File: src/rtl/keypad_scan_4x4.sv
// 4x4 active-low matrix keypad scanner with frame-based debounce and one-hot key output.
// Latency: code appears one cycle after the DEBOUNCE_FRAMES-th identical frame ends.
// Backpressure: none; outputs are level/strobe registers sampled by the downstream decoder.
module keypad_scan_4x4 #(
  parameter int SCAN_DIV        = 50000,
  parameter int DEBOUNCE_FRAMES = 20
) (
  input  logic        clk,
  input  logic        RSTn,
  input  logic [3:0]  row_in,
  output logic [3:0]  col_out,
  output logic [15:0] onehot,
  output logic        key_valid,
  output logic        key_pulse
);

  localparam int DW = $clog2(SCAN_DIV);
  localparam int CW = $clog2(DEBOUNCE_FRAMES + 1);

  typedef enum logic [1:0] {COL0, COL1, COL2, COL3} state_t;

  logic [3:0]    r_sync1;
  logic [3:0]    r_row_s;
  state_t        r_state;
  logic [DW-1:0] r_dwell;
  logic [3:0]    r_col_out;
  logic [11:0]   r_frame_lo;
  logic [15:0]   r_last_frame;
  logic [CW-1:0] r_stab_cnt;
  logic [15:0]   r_stable;
  logic [15:0]   r_onehot;
  logic          r_key_valid;
  logic          r_key_pulse;

  logic          w_last;
  logic [3:0]    w_row_hit;
  logic [15:0]   w_frame;
  logic          w_frame_end;
  logic [CW-1:0] w_stab_next;
  logic          w_single;
  logic [15:0]   w_qual;

  assign w_last      = (r_dwell == DW'(SCAN_DIV - 1));
  assign w_row_hit   = ~r_row_s;
  // COL3 bits come straight from the synchroniser so the evaluated frame is complete.
  assign w_frame     = {w_row_hit, r_frame_lo};
  assign w_frame_end = w_last && (r_state == COL3);
  assign w_single    = (r_stable != 16'h0000) && ((r_stable & (r_stable - 16'h0001)) == 16'h0000);
  assign w_qual      = w_single ? r_stable : 16'h0000;

  // Two-flop synchroniser; idle rows read as released.
  always_ff @(posedge clk or negedge RSTn) begin
    if (!RSTn) begin
      r_sync1 <= 4'b1111;
      r_row_s <= 4'b1111;
    end else begin
      r_sync1 <= row_in;
      r_row_s <= r_sync1;
    end
  end

  // Column scan FSM with dwell counter and registered column drive.
  always_ff @(posedge clk or negedge RSTn) begin
    if (!RSTn) begin
      r_state   <= COL0;
      r_dwell   <= '0;
      r_col_out <= 4'b1110;
    end else if (w_last) begin
      r_dwell <= '0;
      case (r_state)
        COL0:    begin r_state <= COL1; r_col_out <= 4'b1101; end
        COL1:    begin r_state <= COL2; r_col_out <= 4'b1011; end
        COL2:    begin r_state <= COL3; r_col_out <= 4'b0111; end
        default: begin r_state <= COL0; r_col_out <= 4'b1110; end
      endcase
    end else begin
      r_dwell <= r_dwell + DW'(1);
    end
  end

  // Capture the row hits of columns 0..2 on their last dwell cycle.
  always_ff @(posedge clk or negedge RSTn) begin
    if (!RSTn) begin
      r_frame_lo <= '0;
    end else if (w_last) begin
      case (r_state)
        COL0:    r_frame_lo[3:0]  <= w_row_hit;
        COL1:    r_frame_lo[7:4]  <= w_row_hit;
        COL2:    r_frame_lo[11:8] <= w_row_hit;
        default: r_frame_lo       <= r_frame_lo;
      endcase
    end
  end

  // Stability count the frame-end evaluation will produce.
  always_comb begin
    w_stab_next = CW'(1);
    if (w_frame == r_last_frame) begin
      w_stab_next = (r_stab_cnt == CW'(DEBOUNCE_FRAMES)) ? r_stab_cnt : r_stab_cnt + CW'(1);
    end
  end

  // Frame-end debounce: publish a frame once it has repeated DEBOUNCE_FRAMES times.
  always_ff @(posedge clk or negedge RSTn) begin
    if (!RSTn) begin
      r_last_frame <= '0;
      r_stab_cnt   <= '0;
      r_stable     <= '0;
    end else if (w_frame_end) begin
      r_last_frame <= w_frame;
      r_stab_cnt   <= w_stab_next;
      if (w_stab_next == CW'(DEBOUNCE_FRAMES)) begin
        r_stable <= w_frame;
      end
    end
  end

  // Output stage: only single-key frames pass; strobe on each new nonzero code.
  always_ff @(posedge clk or negedge RSTn) begin
    if (!RSTn) begin
      r_onehot    <= '0;
      r_key_valid <= 1'b0;
      r_key_pulse <= 1'b0;
    end else begin
      r_onehot    <= w_qual;
      r_key_valid <= |w_qual;
      r_key_pulse <= (w_qual != 16'h0000) && (w_qual != r_onehot);
    end
  end

  assign col_out   = r_col_out;
  assign onehot    = r_onehot;
  assign key_valid = r_key_valid;
  assign key_pulse = r_key_pulse;

endmodule

File: config.mk
export PLATFORM = sky130hd
export DESIGN_NAME = keypad_scan_4x4
export DESIGN_NICKNAME = d
export VERILOG_FILES = /design/src/rtl/keypad_scan_4x4.sv
export SDC_FILE = /design/constraint.sdc
export NUM_CORES = 1
export LEC_CHECK = 0
export BUFFER_PORTS_ARGS = -buffer_cell sky130_fd_sc_hd__buf_2
export CORE_UTILIZATION = 40
export DETAILED_ROUTE_END_ITERATION = 16
export PLACE_DENSITY = 0.62
export SYNTH_ARGS = -nofsm -noshare
export SYNTH_HDL_FRONTEND = slang
export SYNTH_SLANG_ARGS = --single-unit
File: constraint.sdc
create_clock -name clk -period 4.69 [get_ports clk]
set_input_delay 0 -clock clk [delete_from_list [all_inputs] [get_ports clk]]
set_output_delay 0 -clock clk [all_outputs]
set_load 0.02 [all_outputs]
# Word level (Yosys, flattened, before mapping)

Cells that the tools add are included.

Input port bits: 6
Output and inout bits: 22
Word-level logic and storage cells: 45
Flip-flop bits (word level): 97

Reductions and logical operators: 12
Eq/ne operators: 8
Add/subtract/negate cells: 3
Multiplexer cells: 6
Bitwise logic cells: 2

Operator list:

| operator                                           | count |
|---|---|
| 2-to-1 mux 16 bit                                  | 2 |
| nonzero test 16 bit                                | 2 |
| adder 16 x 1 -> 16 bit, second input constant      | 1 |
| AND 16 bit                                         | 1 |
| == test 16 bit                                     | 1 |
| == test 16 bit, second input constant              | 1 |
| zero test 16 bit                                   | 1 |
| inequality test 16 bit                             | 1 |
| OR reduction 16 bit                                | 1 |
| subtractor 16 x 1 -> 16 bit, second input constant | 1 |
| case mux 4 bit (3 select lines)                    | 1 |
| == test 5 bit, second input constant               | 2 |
| 2-to-1 mux 5 bit                                   | 2 |
| AND reduction 2 bit                                | 4 |
| case mux 2 bit (3 select lines)                    | 1 |
| adder 5 x 1 -> 5 bit, second input constant        | 1 |
| == test 2 bit, second input constant               | 2 |
| inverter 4 bit                                     | 1 |
| logical AND 1 bit                                  | 3 |
| == test 2 x 1 -> 1 bit, second input constant      | 1 |
| zero test 2 bit                                    | 1 |

# Logic depth before layout (Yosys ltp)

Word-level depth: 7
Depth in mapped cells: 10
Mapped depth without buffers: 8

# Worst setup path before layout

No wires, ideal clock.

Kind: flip-flop to flip-flop
Start point: register r_stable[0]
End point: register r_key_pulse, in the netlist key_pulse
Path buffers: 0
Data required time: 4.549 ns
Arrival: 2.384 ns
Slack: 2.165 ns
Stages on the path, launching flop included: 8
Clock period less this slack: 2.525 ns
Cell sequence: dfrtp_1 or4_4 a2111oi_4 nor3_2 a2111o_1 nor4_1 a211o_1 a41oi_2

Longest elaborated chain between the ends: 7
Elaborated cells on any way between the ends: 9

RTL lines:

| what                                                          | RTL line | source |
|---|---|---|
| from (decl)                                                   | 30       | `logic [15:0] r_stable;` |
| from (signal assigned)                                        | 113      | `r_stable <= w_frame;` |
| subtractor 16 x 1 -> 16 bit                                   | 48       | `assign w_single = (r_stable != 16'h0000) && ((r_stable & (r_stable - 16'h0001)) == 16'h0000);` |
| AND 16 bit                                                    | 48       |  |
| zero test 16 bit                                              | 48       |  |
| logical AND 1 bit                                             | 48       |  |
| 2-to-1 mux 16 bit *                                           | 49       | `assign w_qual = w_single ? r_stable : 16'h0000;` |
| inequality test 16 bit or nonzero test 16 bit (tied branches) | 127      | `r_key_pulse <= (w_qual != 16'h0000) && (w_qual != r_onehot);` |
| logical AND 1 bit *                                           | 127      |  |
| to (signal assigned)                                          | 127      |  |
| to (decl)                                                     | 33       | `logic r_key_pulse;` |

Every way passes the cells marked *; elsewhere a longest branch is shown, timed or not.
A chain may end at the register's enable or synchronous reset.

# Final worst setup path

Start point: register r_stable[1]
End point: register r_key_pulse, in the netlist key_pulse

Same word-level chain as after synthesis.

==> key figures <==
Status
  • Run status: finished clean

CTS
  • Num Clock Sinks: between 90 and 100
  • Clock latency of the later-clocked register in the worst-skew pair: between 300 and 400 ps
  • CTS tree: built
  • Number of buffers created by CTS: 9
  • Quantity of hold-fixing buffers added after cts: 5
  • Post-CTS setup buffer count: 0
  • Number of buffers between clock root and the deepest sink: 2
  • Cell chosen for the clock root: sky130_fd_sc_hd__clkbuf_16
  • H-tree levels: 3
  • Post_cts resized: 0
  • Clock slew at reported path FFs: 70 ps

STA
  • Fmax: 0.316 GHz
  • Post-layout minimum cycle time: between 3000 and 4000 ps
  • Skew final: 8.43 ps
  • Unrepaired setup endpoints after global routing: false
  • Fin worst setup slack: about 1500 ps
  • Final Setup Violations: 0
  • Transition at the pin with the smallest max-transition slack: 937 ps
  • Normalized max-slew margin: roughly 37%
  • Final Max Slew Viols: 0
  • Share of the clock period used by the worst path after layout: roughly 68%
  • Final sum of negative setup slack: 0 ps
  • Final hold violation count: 0

Finish
  • Filler instances: slightly above 1k
  • Number of nets in the finished design: about 480
  • Number of inserted diodes: 0
  • P&R area growth vs syn: 13.2%
  • Summed area of non-filler cells in the final layout: approximately 5200 sq um
  • Share of post-route cells with drive strength above 1: 18.7%
  • Post-route core utilization: a little under half

Synth
  • Cells after Synth: 436
  • Number of synthesized flops with an enable pin: 0
  • Dominant register cell in the synthesized netlist: sky130_fd_sc_hd__dfrtp_1
  • Net count after synthesis: around 450
  • Async set-reset flop share out of synthesis: 100%
  • Dominant cells by area after synthesis: sky130_fd_sc_hd__dfrtp_1 (47%), sky130_fd_sc_hd__nand2_1 (6.6%), sky130_fd_sc_hd__dfstp_2 (6.3%)
  • Post-synthesis cell type count: just over 50
  • Commonest cells in the synthesized netlist: sky130_fd_sc_hd__dfrtp_1 (86), sky130_fd_sc_hd__nand2_1 (80), sky130_fd_sc_hd__nor2_1 (34), sky130_fd_sc_hd__o21ai_0 (32), sky130_fd_sc_hd__xnor2_1 (26)
  • Average instance area after synthesis: 10.4 sq um
  • Most used standard cell by instance count after synthesis: sky130_fd_sc_hd__dfrtp_1
  • Yosys warning count: 0
  • Synthesized flop and latch total: between 90 and 100
  • Post-synth design cell area: ~4600 sq um
  • Proportion of netlist area held by the largest area contributor: 47.3%
  • Library cell occupying the most area in the post-synthesis netlist: sky130_fd_sc_hd__dfrtp_1
  • Share of the yosys chip area belonging to registers: 53.6%

Worst hold path
  • Hold/Removal Path Class: input port to async pin

Route
  • Starting DRT DRC Count: around 170
  • Antenna Nets Post-Route: 0
  • Via total after detailed routing: around 3.1k
  • Post-detailed-route via-to-cell ratio: ~5
  • Wire length per cell after detailed routing: 14.3 microns
  • Total DRC errors in the routed layout: 0
  • First-pass detailed-route iteration total: 4
  • Total routed wirelength: about 8.7 mm

Worst setup path
  • Critical path, cell by cell: nor4_1, nand3_1, nand2b_2, a2111oi_4, nand3_1, a221oi_2, a41oi_2
  • CP Capture Point: key_pulse$_DFF_PN0_
  • Worst path depth: 7
  • CP dominant cell by count: sky130_fd_sc_hd__nand3_1
  • Element type at the critical path start: register
  • Cell type of the slowest stage on the worst timing path: sky130_fd_sc_hd__a2111oi_4
  • Arrival time at the worst endpoint: approximately 3400 ps
  • Beginning of the worst register-to-register path: r_stable[1]$_DFFE_PN0P_
  • Max stage delay on crit path: 860 ps
  • R2R cell count: 7
  • Element type at the critical path end: register
  • Crit Path Max Fanout: 20
  • Crit Path Class: register to register
  • Top Family by Delay on Critical Path: compound AO/OA/AOI/OAI gates
  • Worst flop-to-flop path endpoint: key_pulse$_DFF_PN0_
  • Critical path buffer and inverter count: 0
  • Setup slack on the worst flop-to-flop path: approximately 1500 ps
  • Startpoint of the most critical setup path: r_stable[1]$_DFFE_PN0P_
  • Endpoint required time on the critical path: 4900 ps

Global route
  • Global Route Usage Sum: 16.5%
  • Pin count of the biggest net entering global routing: 64
  • Vias in the first global route: roughly 3k
  • Number of antenna violations at the first check in global routing: 0
  • Aggregate global routing overflow: 0
  • First-pass GRT wire length: 15.0 mm

Floorplan
  • Die width: 109 microns
  • CORE AREA: about 11,000 sq um
  • Site Rows: 38
  • Die footprint: between 10,000 and 15,000 sq um
  • Die Height: roughly 110 microns
  • Number of ports placed on the die boundary: 28
  • Starting density of the core: 41.5%

Placed design
  • RePlAce Congestion: about 0.78
  • Number of buffer cells added on primary ports: 27
  • Worst slack after detailed placement: 1480 ps
  • Total half-perimeter wirelength after legalization and detailed placement: ~6 mm
  • Placed cell areas: between 4000 and 5000 sq um

Power and ir drop
  • Combinational power share: 1.6%
  • Switching pwr: ~360 uW
  • Clock share of power: between 40% and 50%
  • Cell-internal power: between 1 and 1.5 mW
  • LEAKAGE: around 2.5 nW
  • Flop pwr share: 53.0%
  • Peak supply drop: 173 uV
  • Pwr Density: between 300 and 400 nW/um^2
  • Net Sw Frac: a little under a quarter

Job
  • Max-cap violation count: 0
[worst reg2reg max path: cells and delay by family (launching register included)]
kind / cells / cell delay [ps]
compound gates: 3 / 1300
simple gates: 4 / 1290
flops: 1 / 460
[state kept, by name, indices dropped and copies added (netlist names)]
signal and flops:
r_dwell 16, r_stable 16, r_sync1 4, key_pulse 1, col_out 4, r_state 2, r_row_s 4, onehot 16
r_last_frame 16, key_valid 1, r_frame_lo 12, r_stab_cnt 5
[per-stage QoR]
stage,instances,hold slack (ps),total power [mW]
6_report,610,144,1.60
5_1_grt,610,190,1.65
4_1_cts,610,149,1.62
3_5_place_dp,589,-23.7,0.887
3_3_place_gp,589,-26.1,0.886
2_1_floorplan,436,-296,0.864
[power groups by stage]
| stage | sequential, mW | clock, mW | combinational, mW |
|---|---|---|---|
| final | 0.847 | 0.726 | 0.0249 |
| after global routing | 0.847 | 0.775 | 0.0296 |
| after CTS | 0.847 | 0.747 | 0.0265 |
| after detailed placement | 0.863 | 0 | 0.0233 |
| after global placement | 0.863 | 0 | 0.0228 |
| after floorplan | 0.861 | 0 | 0.00288 |
[final cells by class]
type                       instances  area (sq um)  area share, %
clock buffer                      10           239           4.63
inverter                           7          26.3          0.510
multi-input combinational        315          2010           38.9
sequential                        97          2440           47.3
clock inverter                     6          56.3           1.09
tap                              140           175           3.40
timing repair buffer              35           210           4.08
[placed cells by master (no fill, tap or decap), drive strengths merged, types with 2 or more instances in the layout]
cell	synthesis	final
dlygate4sd3	0	5
nor2	34	34
nand4	2	2
buf	2	30
ha	10	10
nor4	9	9
dfstp	11	11
xnor2	26	26
dfrtp	86	86
nand3	21	21
and3	19	19
o31ai	4	4
a2111oi	3	3
o22ai	2	2
nand3b	5	5
mux2	12	12
a31oi	3	3
xor2	19	19
nand2	81	81
nor2b	3	3
a21oi	2	2
nand4b	2	2
nor3	6	6
nor4bb	3	3
o21ai	32	32
inv	7	11
clkbuf	15	10
[logic make-up after synthesis]
kind of cell / count (synthesis) / share of synthesized area (%)
simple gates: 192 / 20.6
flops: 97 / 53.6
compound gates: 55 / 8.82
xor+xnor: 45 / 8.66
buf+inv: 24 / 2.42
mux: 12 / 2.97
fa+ha+maj: 11 / 2.97
[layer usage]
layer	global-route usage (%)	vias up	share of wire, %
li1	-	1558	-
met3	4.00	4	4.2
met4	4.54	0	0.76
met1	22.1	1520	47
met2	26.5	60	48
met5	0	-	0
[how the worst min path moves through the flow]
| stage | startpoint | to | slack (ps) | depth (start not counted) |
|---|---|---|---|---|
| floorplan | RSTn | col_out[0]$_DFFE_PN0N_ | -300 | 0 |
| global placement | RSTn | key_pulse$_DFF_PN0_ | -30 | 1 |
| detailed placement | RSTn | onehot[14]$_DFF_PN0_ | -20 | 1 |
| CTS | RSTn | onehot[14]$_DFF_PN0_ | 150 | 2 |
| global route | RSTn | onehot[14]$_DFF_PN0_ | 190 | 2 |
| finish | RSTn | key_pulse$_DFF_PN0_ | 140 | 2 |
Note: power is estimated with default switching activity, not from simulation.
